[config.mk]
export PLATFORM = sky130hd
export DESIGN_NAME = mult_div_unit_flat
export DESIGN_NICKNAME = d
export VERILOG_FILES = /design/src/rtl/mult_div_if.sv /design/src/rtl/mult_div_unit.sv /design/src/flat_wrapper.sv
export SDC_FILE = /design/constraint.sdc
export NUM_CORES = 1
export LEC_CHECK = 0
export ABC_AREA = 1
export BUFFER_PORTS_ARGS = -buffer_cell sky130_fd_sc_hd__buf_2
export CAP_MARGIN = 10
export CORE_ASPECT_RATIO = 1.4
export CORE_MARGIN = 4
export CORE_UTILIZATION = 40
export CTS_BUF_LIST = sky130_fd_sc_hd__clkbuf_8
export CTS_CLUSTER_SIZE = 20
export DETAILED_ROUTE_END_ITERATION = 10
export PLACE_DENSITY = 0.56
export SETUP_SLACK_MARGIN = 0.02
export SLEW_MARGIN = 20
export SYNTH_ARGS = -nofsm -noshare
export SYNTH_HDL_FRONTEND = slang
export SYNTH_SLANG_ARGS = --single-unit
[constraint.sdc]
create_clock -name clk -period 7.4 [get_ports clk]
set_clock_uncertainty 0.1 [all_clocks]
set_input_delay 1.48 -clock clk [delete_from_list [all_inputs] [get_ports clk]]
set_output_delay 1.48 -clock clk [all_outputs]
set_load 0.1 [all_outputs]
[src/rtl/mult_div_if.sv]
// Request/result bundle for mult_div_unit: operands and op in, status and hi/lo result out.
interface mult_div_if #(
  parameter int unsigned WIDTH = 32
);
  logic             start;
  logic [1:0]       op;
  logic [WIDTH-1:0] a;
  logic [WIDTH-1:0] b;
  logic             busy;
  logic             done;
  logic             div_zero;
  logic [WIDTH-1:0] hi;
  logic [WIDTH-1:0] lo;

  modport master (
    output start, op, a, b,
    input  busy, done, div_zero, hi, lo
  );

  modport slave (
    input  start, op, a, b,
    output busy, done, div_zero, hi, lo
  );
endinterface

[src/rtl/mult_div_unit.sv]
// Iterative multiply/divide unit: one shift-add or restoring shift-subtract step per cycle on
// operand magnitudes, followed by a single sign-correction cycle.
module mult_div_unit #(
  parameter int unsigned WIDTH     = 32,
  parameter bit          SIGNED_EN = 1'b1
) (
  input logic        clk,
  input logic        reset,
  mult_div_if.slave  bus
);
  localparam int unsigned CntW = $clog2(WIDTH + 1);

  localparam logic [1:0] StIdle = 2'd0;
  localparam logic [1:0] StRun  = 2'd1;
  localparam logic [1:0] StFix  = 2'd2;
  localparam logic [1:0] StDone = 2'd3;

  logic [1:0]       state_q, state_d;
  logic [CntW-1:0]  cnt_q, cnt_d;
  logic [WIDTH-1:0] acc_q, acc_d;  // mult: upper partial product; div: partial remainder
  logic [WIDTH-1:0] q_q, q_d;      // mult: multiplier/lower product; div: dividend/quotient
  logic [WIDTH-1:0] m_q, m_d;      // multiplicand or divisor magnitude
  logic             is_div_q, is_div_d;
  logic             neg_hi_q, neg_hi_d;
  logic             neg_lo_q, neg_lo_d;
  logic             busy_q, busy_d;
  logic             done_q, done_d;
  logic             div_zero_q, div_zero_d;
  logic [WIDTH-1:0] hi_q, hi_d;
  logic [WIDTH-1:0] lo_q, lo_d;

  logic             signed_op;
  logic             sign_a;
  logic             sign_b;
  logic [WIDTH:0]   sum;
  logic [WIDTH:0]   sh;
  logic [WIDTH:0]   diff;
  logic [2*WIDTH-1:0] prod;

  always_comb begin
    state_d    = state_q;
    cnt_d      = cnt_q;
    acc_d      = acc_q;
    q_d        = q_q;
    m_d        = m_q;
    is_div_d   = is_div_q;
    neg_hi_d   = neg_hi_q;
    neg_lo_d   = neg_lo_q;
    busy_d     = busy_q;
    done_d     = 1'b0;
    div_zero_d = 1'b0;
    hi_d       = hi_q;
    lo_d       = lo_q;
    signed_op  = SIGNED_EN && !bus.op[0];
    sign_a     = signed_op && bus.a[WIDTH-1];
    sign_b     = signed_op && bus.b[WIDTH-1];
    sum        = {1'b0, acc_q} + {1'b0, (q_q[0] ? m_q : '0)};
    sh         = {acc_q, q_q[WIDTH-1]};
    diff       = sh - {1'b0, m_q};
    prod       = {acc_q, q_q};

    case (state_q)
      StIdle: begin
        if (bus.start) begin
          acc_d    = '0;
          q_d      = sign_a ? -bus.a : bus.a;
          m_d      = sign_b ? -bus.b : bus.b;
          is_div_d = bus.op[1];
          neg_lo_d = sign_a ^ sign_b;
          // Remainder follows the dividend; a product is negated as a whole.
          neg_hi_d = bus.op[1] ? sign_a : (sign_a ^ sign_b);
          busy_d   = 1'b1;
          if (bus.op[1] && (bus.b == '0)) begin
            state_d    = StDone;
            done_d     = 1'b1;
            div_zero_d = 1'b1;
          end else begin
            state_d = StRun;
            cnt_d   = CntW'(WIDTH);
          end
        end
      end
      StRun: begin
        if (is_div_q) begin
          if (!diff[WIDTH]) begin
            acc_d = diff[WIDTH-1:0];
            q_d   = {q_q[WIDTH-2:0], 1'b1};
          end else begin
            acc_d = sh[WIDTH-1:0];
            q_d   = {q_q[WIDTH-2:0], 1'b0};
          end
        end else begin
          acc_d = sum[WIDTH:1];
          q_d   = {sum[0], q_q[WIDTH-1:1]};
        end
        cnt_d = cnt_q - CntW'(1);
        if (cnt_q == CntW'(1)) state_d = StFix;
      end
      StFix: begin
        if (is_div_q) begin
          hi_d = neg_hi_q ? -acc_q : acc_q;
          lo_d = neg_lo_q ? -q_q : q_q;
        end else begin
          {hi_d, lo_d} = neg_lo_q ? -prod : prod;
        end
        state_d = StDone;
        done_d  = 1'b1;
      end
      default: begin
        state_d = StIdle;
        busy_d  = 1'b0;
      end
    endcase
  end

  always_ff @(posedge clk) begin
    if (reset) begin
      state_q    <= StIdle;
      cnt_q      <= '0;
      acc_q      <= '0;
      q_q        <= '0;
      m_q        <= '0;
      is_div_q   <= 1'b0;
      neg_hi_q   <= 1'b0;
      neg_lo_q   <= 1'b0;
      busy_q     <= 1'b0;
      done_q     <= 1'b0;
      div_zero_q <= 1'b0;
      hi_q       <= '0;
      lo_q       <= '0;
    end else begin
      state_q    <= state_d;
      cnt_q      <= cnt_d;
      acc_q      <= acc_d;
      q_q        <= q_d;
      m_q        <= m_d;
      is_div_q   <= is_div_d;
      neg_hi_q   <= neg_hi_d;
      neg_lo_q   <= neg_lo_d;
      busy_q     <= busy_d;
      done_q     <= done_d;
      div_zero_q <= div_zero_d;
      hi_q       <= hi_d;
      lo_q       <= lo_d;
    end
  end

  assign bus.busy     = busy_q;
  assign bus.done     = done_q;
  assign bus.div_zero = div_zero_q;
  assign bus.hi       = hi_q;
  assign bus.lo       = lo_q;

endmodule

[src/flat_wrapper.sv]
// flat-port wrapper written by rule: the top's interface ports become plain ports
module mult_div_unit_flat 
#(
  parameter int unsigned WIDTH     = 32,
  parameter bit          SIGNED_EN = 1'b1
)
  (clk, reset, bus_start, bus_op, bus_a, bus_b, bus_busy, bus_done, bus_div_zero, bus_hi, bus_lo);
  mult_div_if #(.WIDTH(WIDTH)) bus_i ();
  input logic clk;
  input logic reset;
  input wire logic [$bits(bus_i.start)-1:0] bus_start;
  input wire logic [$bits(bus_i.op)-1:0] bus_op;
  input wire logic [$bits(bus_i.a)-1:0] bus_a;
  input wire logic [$bits(bus_i.b)-1:0] bus_b;
  output wire logic [$bits(bus_i.busy)-1:0] bus_busy;
  output wire logic [$bits(bus_i.done)-1:0] bus_done;
  output wire logic [$bits(bus_i.div_zero)-1:0] bus_div_zero;
  output wire logic [$bits(bus_i.hi)-1:0] bus_hi;
  output wire logic [$bits(bus_i.lo)-1:0] bus_lo;
  assign bus_i.start = bus_start;
  assign bus_i.op = bus_op;
  assign bus_i.a = bus_a;
  assign bus_i.b = bus_b;
  assign bus_busy = bus_i.busy;
  assign bus_done = bus_i.done;
  assign bus_div_zero = bus_i.div_zero;
  assign bus_hi = bus_i.hi;
  assign bus_lo = bus_i.lo;
  mult_div_unit #(.WIDTH(WIDTH), .SIGNED_EN(SIGNED_EN)) u_core (.clk(clk), .reset(reset), .bus(bus_i));
endmodule
==> run_results.csv, run 1 <==
group,metric,value,unit
critical_path,worst-path-max-fanout,65,
yosys,synthesis.nets,3168,
die,fp.dieArea,46070,µm²
global_route,antenna_found_initial,1,
drt,wl_per_cell,19.82,µm
pwr,p_per_area,405.8,nW/µm²
yosys,synth_edf_count,0,
drt,wirelength,72240,µm
yosys,yosysMostFrequentCell,"nand2_1",
global_route,top_usage_layer,"met2",
global_route,grt_util_all_layers,30.63,%
global_route,grt_pass1_wl,108400,µm
finish,syn2layout_area_growth,8.595,%
yosys,synth_cell_types,53,
die,coreArea,42200,µm²
placement,place.gp.congestion,0.9741,
global_route,grt_util_met2,57.91,%
global_route,met3_usage,2.908,%
yosys,yosysTopAreaCell,"dfxtp_1",
timing,fmax,271.6,MHz
timing,finalCritPeriodShare,49.76,%
pwr,p_clk_share,9.6,%
yosys,synthTopCellsByCount,"789 x nand2_1, 471 x inv_1, 365 x nor2_1, 259 x nand3_1, 210 x o21ai_0",
pwr,leakage,9.574,nW
worst_hold_path,hp-class,"flip-flop to flip-flop",
yosys,synth_top_area_share,20.42,%
pwr,p_total,0.007518,W
drt,ant_nets,0,
yosys,ys.flop_type,"dfxtp_1",
timing,fin_crit,3.682,ns
drt,drc_errors,0,
flow_run,cap_violations,0,
global_route,grt_use_met1,31.27,%
clock_network,htreeDepth,4,
clock_network,worstSkewPairLatency,0.55,ns
pwr,p_int,0.002801,W
clock_network,cts_tree,"yes",
clock_network,cts_resized,0,
yosys,async_flop_share,0,%
placement,port_buffers,135,
critical_path,start_kind,"primary input",
yosys,ys_seq_area_share,20.42,%
finish,nNetsFinal,3229,
worst_hold_path,hp-start,"u_core.bus.lo[1]$_SDFFE_PP0P_",
drt,avgViaCountPerCell,5.333,
outcome,status,"finished, final reports clean",
timing,report.final.slew_viol_count,0,
finish,fillCellCount,4749,
pwr,irDropWorstVdd,0.3134,mV
pwr,pwr-share-comb,68.9,%
yosys,ys_top_cells_by_area,"dfxtp_1 20%, nand2_1 17%, inv_1 10%, nor2_1 8.0%, nand3_1 7.6%",
yosys,syn_avg_cell_area,5.644,µm²
timing,setup_violations,0,
critical_path,endpoint_kind,"flip-flop",
clock_network,postCtsSetupRepairBufs,0,
drt,drt_iter0_drc,1175,
yosys,synth.yosys.warnings,0,
timing,rsz0062_at_grt,"false",
pwr,p_sw_share,62.75,%
pwr,seq_power_share,21.4,%
critical_path,worstPathRequired,7.71,ns
critical_path,reg2reg_from,"u_core.state_q[1]$_SDFFE_PP0P_",
clock_network,clock_path_buffers,2,
die,die_y,252.4,µm
timing,worst_pin_slew,1.046,ns
clock_network,clk_pin_slew,0.11,ns
clock_network,hold_buffers,0,
timing,slew_headroom,30.29,%
clock_network,cts-root-buf,"clkbuf_8",
yosys,synthCells,3023,
global_route,grt_start_max_net_pins,112,
drt,firstDrtPassIters,7,
yosys,ys_seq_elements,174,
pwr,p_switching,0.004717,W
critical_path,arrival,3.99,ns
timing,setup_tns,0,ns
global_route,grt_pass1_vias,18757,
critical_path,cp-startpoint,"bus_start",
finish,drive_gt1_share,9.106,%
clock_network,cts_sinks,174,
clock_network,cts_buffers,17,
yosys,synth_area,17060,µm²
critical_path,critPathKind,"primary input to flip-flop",
die,die_w,182.5,µm
die,start_util,40.43,%
placement,dp_hpwl,58120,µm
drt,vias,19433,
die,std_cell_rows,89,
timing,finalHoldViolCount,0,
global_route,grt-ovfl-total,0,
die,io_pins,136,
[registers in the layout (all words and copies together), names as in the netlist]
name,count
u_core.is_div_q,1
u_core.bus.lo,32
u_core.bus.hi,32
u_core.q_q,32
u_core.m_q,32
u_core.neg_hi_q,1
u_core.bus.done,1
u_core.neg_lo_q,1
u_core.state_q,2
u_core.cnt_q,6
u_core.bus.div_zero,1
u_core.acc_q,32
u_core.bus.busy,1
[critical path, cell delays in order]
cell      delay (ns)
buf_2           0.11
nand2_1         0.70
clkinv_1        0.16
buf_4           0.30
nor2_2          0.14
buf_4           0.39
inv_1           0.07
buf_4           0.31
o21ai_0         0.23
a31oi_1         0.06
[power groups by stage]
stage / registers [W] / logic (W) / clock network [W]
floorplan: 0.00224 / 0.00307 / 0
global placement: 0.00162 / 0.00513 / 0
detailed placement: 0.00162 / 0.00515 / 0
CTS: 0.00160 / 0.00517 / 0.000745
global route: 0.00164 / 0.00569 / 0.000781
finish: 0.00161 / 0.00518 / 0.000725
[layer usage]
layer  part of all wire, %  vias to the layer above
li1                      -                     9827
met1                    36                     8938
met2                    52                      498
met3                   3.0                      170
met4                   8.1                        0
met5                     0                        -
[area by class of cell]
class                      instances  area (µm²)  share of cell area (%)
multi-input combinational       2258       11330                   61.16
sequential                       174        3485                   18.81
inverter                         482        1809                   9.765
timing repair buffer             151       808.3                   4.362
tap                              546       683.2                   3.687
clock buffer                      17       234.0                   1.263
clock inverter                    15       173.9                  0.9387
antenna                            1       2.502                 0.01351
[cell usage in the layout (no fill, tap or decap), types with 6 or more instances in the layout]
master    count
buf_2       135
a31oi_1      26
o21bai_1     11
nand3_2      12
o211ai_1     20
nand3_1     259
ha_1         73
nor2_1      362
clkbuf_8     17
inv_1       469
nor2_2        8
nor3_1       47
a21oi_1     190
nand2_4       6
buf_4        15
a21o_1        8
xnor2_1       7
nand2_1     789
o21ai_0     210
o221ai_1     23
nand3b_1     14
xor2_1       55
dfxtp_1     173
nor3_2        6
or2_2        17
nand2_2      17
o21ai_1      23
inv_2         9
a21oi_2      14
nand4_1      26
[stage by stage]
stage          cell area, µm²  std cells  hold WS, ns  util [%]  worst slack (ns)
6_report                18530       3644       0.3938     43.90             3.718
2_1_floorplan           17060       3023       0.3566         -             4.301
3_3_place_gp            18100       3610       0.3679     42.88             3.208
5_1_grt                 18530       3644       0.4231     43.90             3.422
3_5_place_dp            18100       3610       0.3663     42.88             3.125
4_1_cts                 18510       3642       0.3963     43.85             3.733
[path summary, 6_finish.rpt]
kind / slack [ns] / depth (start not counted) / endpoint
setup / recovery: 3.72 / 10 / u_core.q_q[11]$_SDFFE_PP0P_
setup reg to reg: 3.88 / 8 / u_core.acc_q[1]$_SDFFE_PP0P_
hold / removal: 0.39 / 2 / u_core.bus.lo[1]$_SDFFE_PP0P_
hold reg to reg: 0.39 / 2 / u_core.bus.lo[1]$_SDFFE_PP0P_
[kinds of logic (layout without fill, tap and decap cells)]
group,after synthesis,after routing,synth area share [%]
buffers and inverters,591,665,13.31
AND/OR/NAND/NOR,1580,1580,39.68
XOR/XNOR,62,62,3.183
AO/OA/AOI/OAI,540,540,17.75
other,0,1,0
flip-flops,174,174,20.42
adder cells (fa/ha/maj),76,76,5.662
Note: power is estimated with default switching activity, not from simulation.
==> run 2, diff against run 1 <==
==> constraint.sdc (replaced) <==
create_clock -name clk -period 3.6 [get_ports clk]
set_clock_uncertainty 0.1 [all_clocks]
set_input_delay 0.72 -clock clk [delete_from_list [all_inputs] [get_ports clk]]
set_output_delay 0.72 -clock clk [all_outputs]
set_load 0.1 [all_outputs]
==> run 2 against run 1 <==
Against the previous run:
- final area increased by 0.89%
- first-iteration DRC count rose by 25%
- sequential power up 100%
- count of clock-buffer cells in the layout rose by 1
- routed wire length rose by 1.9%
- sequential share of layout area fell by 0.17 points
- combinational power up 110%
- via count up 2.7%
- global-route usage rose by 0.58 points
- largest cell class unchanged
- final cell count up 0.71%
==> run_results.csv, run 2 (synthesis gave the netlist of run 1 again) <==
group,metric,value,unit
outcome,status,"finished, final reports clean",
pwr,p_total,0.01552,W
drt,drt_iter0_drc,1471,
critical_path,crit_path_frequent_cell,"nand2_1",
drt,wl_per_cell,20.07,µm
global_route,antenna_found_initial,0,
timing,hold_slack,0.3630,ns
clock_network,cts_sinks,174,
finish,nNetsFinal,3255,
clock_network,worstSkewPairLatency,0.55,ns
drt,vias,19961,
die,coreArea,42200,µm²
timing,fin_crit,3.329,ns
die,die_y,252.4,µm
drt,wirelength,73650,µm
critical_path,start_kind,"flip-flop",
pwr,irDropWorstVdd,0.5723,mV
critical_path,arrival,3.73,ns
global_route,grt_pass1_wl,110600,µm
clock_network,postCtsSetupRepairBufs,0,
placement,dp_hpwl,59170,µm
die,fp.dieArea,46070,µm²
flow_run,cap_violations,0,
clock_network,htreeDepth,4,
clock_network,hold_buffers,0,
clock_network,clock_path_buffers,2,
timing,report.final.slew_viol_count,0,
placement,place.gp.congestion,1.038,
clock_network,cts_buffers,17,
finish,final_cell_mix,"789 x nand2_1, 469 x inv_1, 362 x nor2_1",
pwr,p_per_area,830.3,nW/µm²
pwr,leakage,9.706,nW
timing,worst_pin_slew,0.7892,ns
worst_hold_path,hp-class,"primary input to flip-flop",
placement,dp.cells,3637,
critical_path,crit_family,"simple AND/OR/NAND/NOR gates",
critical_path,crit_chain,"ha_1 > a21oi_1 > nand2_1 > nand2_1 > nand2_1 > a21oi_4 > nand3_2 > nand2_4 > nand3_2 > nand3_1 > nand2_1 > a21oi_2",
critical_path,cpPeakStageDelay,0.85,ns
clock_network,cts_tree,"yes",
clock_network,clk_pin_slew,0.12,ns
critical_path,endpoint_kind,"flip-flop",
drt,avgViaCountPerCell,5.439,
critical_path,worstPathRequired,4.00,ns
critical_path,critPathKind,"flip-flop to flip-flop",
global_route,grt_start_max_net_pins,83,
finish,drive_gt1_share,9.862,%
placement,port_buffers,135,
critical_path,worst-path-max-fanout,22,
die,io_pins,136,
drt,ant_nets,0,
drt,drc_errors,0,
global_route,grt_pass1_vias,19387,
timing,finalCritPeriodShare,92.46,%
finish,final_common_cell,"nand2_1",
timing,setup_violations,0,
timing,setup_tns,0,ns
critical_path,cp_num_buf_inv,0,
die,die_w,182.5,µm
finish,fillCellCount,4781,
clock_network,cts-root-buf,"clkbuf_8",
critical_path,crit_slowest_cell,"dfxtp_1",
finish,syn2layout_area_growth,9.563,%
finish,fin_util,44.29,%
global_route,grt_util_all_layers,31.20,%
global_route,grt-ovfl-total,0,
die,std_cell_rows,89,
timing,rsz0062_at_grt,"false",
die,start_util,40.43,%
timing,fmax,300.4,MHz
finish,final_cells,3670,
timing,slew_headroom,47.32,%
clock_network,cts_resized,0,
timing,finalHoldViolCount,0,
drt,firstDrtPassIters,7,
==> run 2: worst min-delay path, cell delays in order <==
cell	delay, ns
buf_2	0.12
nand2_1	0.06
a31oi_1	0.08
==> run 2: worst paths after layout <==
path	startpoint	endpoint	slack, ns	depth (start not counted)
max	u_core.acc_q[26]$_SDFFE_PP0P_	u_core.acc_q[21]$_SDFFE_PP0P_	0.27	12
min	bus_op[1]	u_core.neg_hi_q$_SDFFE_PP0P_	0.36	3
max reg2reg	u_core.acc_q[26]$_SDFFE_PP0P_	u_core.acc_q[21]$_SDFFE_PP0P_	0.27	12
min reg2reg	u_core.bus.lo[1]$_SDFFE_PP0P_	u_core.bus.lo[1]$_SDFFE_PP0P_	0.39	2
==> run 2: metrics by stage <==
step / setup slack [ns] / cell area (µm²)
finish: 0.2715 / 18690
global route: 0.1206 / 18690
CTS: 0.3084 / 18690
detailed placement: 0.3662 / 18320
floorplan: 0.8448 / 17060
global placement: 0.3621 / 18320
==> run 2: where the power goes <==
group          internal [W]  switching (W)
clock network      0.000523       0.000901
registers           0.00250       0.000768
logic               0.00279        0.00804
total               0.00581        0.00971
==> run 2: final cells by class <==
type / instances / area [µm²] / area share, %
diodes: 1 / 2.502 / 0.01339
clock inverters: 14 / 122.6 / 0.6560
flip-flops and latches: 174 / 3485 / 18.64
repair buffers: 177 / 1016 / 5.435
inverters: 482 / 1809 / 9.679
multi-input cells: 2258 / 11330 / 60.60
well taps: 546 / 683.2 / 3.655
clock buffers: 18 / 247.7 / 1.325
==> run 2: layer usage <==
metal	track usage [%]	share of wire, %	vias to the layer above
met1	31.58	36	9284
met5	0	0	-
li1	-	-	9872
met3	3.628	3.6	215
met4	21.91	8.2	0
met2	58.77	52	590
==> run 3, diff against run 2 <==
--- a/config.mk
+++ b/config.mk
@@ -14,7 +14,7 @@
 export CTS_BUF_LIST = sky130_fd_sc_hd__clkbuf_8
 export CTS_CLUSTER_SIZE = 20
 export DETAILED_ROUTE_END_ITERATION = 10
-export PLACE_DENSITY = 0.56
+export PLACE_DENSITY = 0.6
 export SETUP_SLACK_MARGIN = 0.02
 export SLEW_MARGIN = 20
 export SYNTH_ARGS = -nofsm -noshare
==> run 3 against run 2 <==
Against the previous run:
- die area did not move
- final area increased by 0.35%
- utilization rose by 0.16 points
- non-clock buffer count up 3
- final cell count is essentially flat
- setup slack gained 0.074 ns
- critical path depth increased by 6
- fmax increased by 2.3%
- global-route usage up 0.95 points
- routed wire length rose by 2.8%
- highest routed layer unchanged
==> run_results.csv, run 3 (synthesis gave the netlist of run 1 again) <==
group,metric,value,unit
drt,avgViaCountPerCell,5.443,
clock_network,postCtsSetupRepairBufs,0,
drt,firstDrtPassIters,5,
clock_network,cts_resized,0,
critical_path,ff2ff_setup_slack,0.35,ns
critical_path,critPathKind,"flip-flop to flip-flop",
placement,dp_hpwl,61380,µm
placement,place.gp.congestion,1.045,
finish,fin_util,44.45,%
timing,report.final.slew_viol_count,0,
timing,setup_violations,0,
worst_hold_path,hp-class,"primary input to flip-flop",
pwr,p_per_area,839.3,nW/µm²
flow_run,cap_violations,0,
critical_path,crit_path_frequent_cell,"nand2_4",
critical_path,worstPathRequired,3.97,ns
global_route,grt_util_all_layers,32.15,%
pwr,p_sw_share,61.84,%
timing,finalCritPeriodShare,90.40,%
finish,syn2layout_area_growth,9.951,%
die,std_cell_rows,89,
global_route,grt_pass1_vias,19269,
die,die_w,182.5,µm
finish,final_cells,3672,
drt,drc_errors,0,
clock_network,clock_path_buffers,2,
clock_network,worstSkewPairLatency,0.54,ns
pwr,irDropWorstVdd,0.5791,mV
die,die_y,252.4,µm
global_route,grt_start_max_net_pins,105,
drt,drt_iter0_drc,1328,
die,start_util,40.43,%
finish,final_common_cell,"nand2_1",
die,fp.dieArea,46070,µm²
clock_network,cts_buffers,17,
placement,port_buffers,135,
clock_network,htreeDepth,4,
timing,fmax,307.3,MHz
die,coreArea,42200,µm²
timing,worst_pin_slew,1.025,ns
finish,nNetsFinal,3258,
critical_path,reg2reg_from,"u_core.q_q[31]$_SDFFE_PP0P_",
timing,rsz0062_at_grt,"false",
timing,finalHoldViolCount,0,
pwr,p_int,0.006007,W
global_route,antenna_found_initial,1,
drt,ant_nets,0,
timing,setup_tns,0,ns
finish,drive_gt1_share,9.920,%
critical_path,cpPeakStageDelay,0.54,ns
pwr,leakage,9.744,nW
clock_network,cts_sinks,174,
global_route,grt-ovfl-total,0,
timing,hold_slack,0.3758,ns
pwr,p_switching,0.009737,W
finish,fillCellCount,4763,
drt,vias,19988,
finish,fin_area,18760,µm²
critical_path,crit_chain,"inv_1 > ha_1 > fa_1 > inv_1 > nand2_1 > nand2_1 > nand3_1 > nand2_2 > nand2_2 > nand2_4 > nand2_4 > nand2_4 > nand2_4 > nand2_4 > nand3_1 > nand3_1 > nand2_1 > a21oi_1",
timing,fin_crit,3.254,ns
critical_path,crit_slowest_cell,"dfxtp_1",
critical_path,start_kind,"flip-flop",
pwr,seq_power_share,20.7,%
finish,final_cell_mix,"789 x nand2_1, 469 x inv_1, 362 x nor2_1",
timing,slew_headroom,31.69,%
placement,placed_cell_area,18340,µm²
clock_network,cts-root-buf,"clkbuf_8",
pwr,pwr-share-comb,69.2,%
global_route,grt_pass1_wl,113300,µm
critical_path,endpoint_kind,"flip-flop",
critical_path,cp-startpoint,"u_core.q_q[31]$_SDFFE_PP0P_",
die,io_pins,136,
clock_network,hold_buffers,0,
outcome,status,"finished, final reports clean",
clock_network,clk_pin_slew,0.12,ns
clock_network,cts_tree,"yes",
critical_path,worst-path-max-fanout,22,
placement,dp.cells,3640,
critical_path,regToRegEndpoint,"u_core.acc_q[27]$_SDFFE_PP0P_",
critical_path,crit_path_end,"u_core.acc_q[27]$_SDFFE_PP0P_",
critical_path,reg2reg_depth,18,
drt,wl_per_cell,20.61,µm
critical_path,arrival,3.62,ns
pwr,p_clk_share,10.0,%
drt,wirelength,75680,µm
-- run 3: changes by cell type in the layout (fill, tap and decap cells not counted) --
cell,before,now
buf_4,40,43
bufinv_16,0,3
inv_8,5,2
clkbuf_8,18,17
clkinvlp_4,1,0
inv_6,4,5
-- run 3: how the worst min path moves through the flow --
stage / slack [ns] / end / cells after the start / from
6_report: 0.38 / u_core.neg_hi_q$_SDFFE_PP0P_ / 3 / bus_op[1]
5_1_grt: 0.38 / u_core.neg_hi_q$_SDFFE_PP0P_ / 3 / bus_op[1]
4_1_cts: 0.33 / u_core.neg_hi_q$_SDFFE_PP0P_ / 3 / bus_op[1]
3_5_place_dp: 0.37 / u_core.bus.lo[1]$_SDFFE_PP0P_ / 2 / u_core.bus.lo[1]$_SDFFE_PP0P_
3_3_place_gp: 0.36 / u_core.bus.lo[1]$_SDFFE_PP0P_ / 2 / u_core.bus.lo[1]$_SDFFE_PP0P_
2_1_floorplan: 0.36 / u_core.cnt_q[0]$_SDFFE_PP0P_ / 2 / u_core.cnt_q[0]$_SDFFE_PP0P_
-- run 3: per-stage QoR --
stage          power, W  setup slack [ns]
6_report        0.01574            0.3456
2_1_floorplan   0.01092            0.8448
5_1_grt         0.01694            0.1136
3_3_place_gp    0.01403            0.5078
4_1_cts         0.01571            0.4048
3_5_place_dp    0.01409            0.4370
-- run 3: power groups by stage --
stage	Clock, W	Sequential [W]	Combinational, W
final	0.00158	0.00326	0.0109
after global routing	0.00168	0.00331	0.0120
after CTS	0.00162	0.00324	0.0108
after detailed placement	0	0.00328	0.0108
after global placement	0	0.00327	0.0108
after floorplan	0	0.00460	0.00632
-- run 3: layout make-up --
cell class / count / area [µm²] / area share, %
clock buffers: 17 / 234.0 / 1.247
inverters: 482 / 1809 / 9.645
repair buffers: 180 / 1039 / 5.536
clock inverters: 14 / 180.2 / 0.9605
well taps: 546 / 683.2 / 3.642
diodes: 1 / 2.502 / 0.01334
multi-input cells: 2258 / 11330 / 60.38
flip-flops and latches: 174 / 3485 / 18.58
-- run 3: per-layer routing --
| metal | track usage (%) | vias up | wire [µm] |
|---|---|---|---|
| li1 | - | 9876 | - |
| met1 | 32.66 | 9272 | 26840 |
| met2 | 60.32 | 620 | 39380 |
| met3 | 3.772 | 220 | 2915 |
| met4 | 22.70 | 0 | 6545 |
| met5 | 0 | - | 0 |
-- run 3: worst max-delay path, delay by kind of cell, from the launching register on --
kind | cells | cell delay, ns
AO/OA/AOI/OAI | 1 | 0.11
flip-flops | 1 | 0.54
adder cells (fa/ha/maj) | 2 | 0.59
AND/OR/NAND/NOR | 13 | 1.54
buffers and inverters | 2 | 0.30
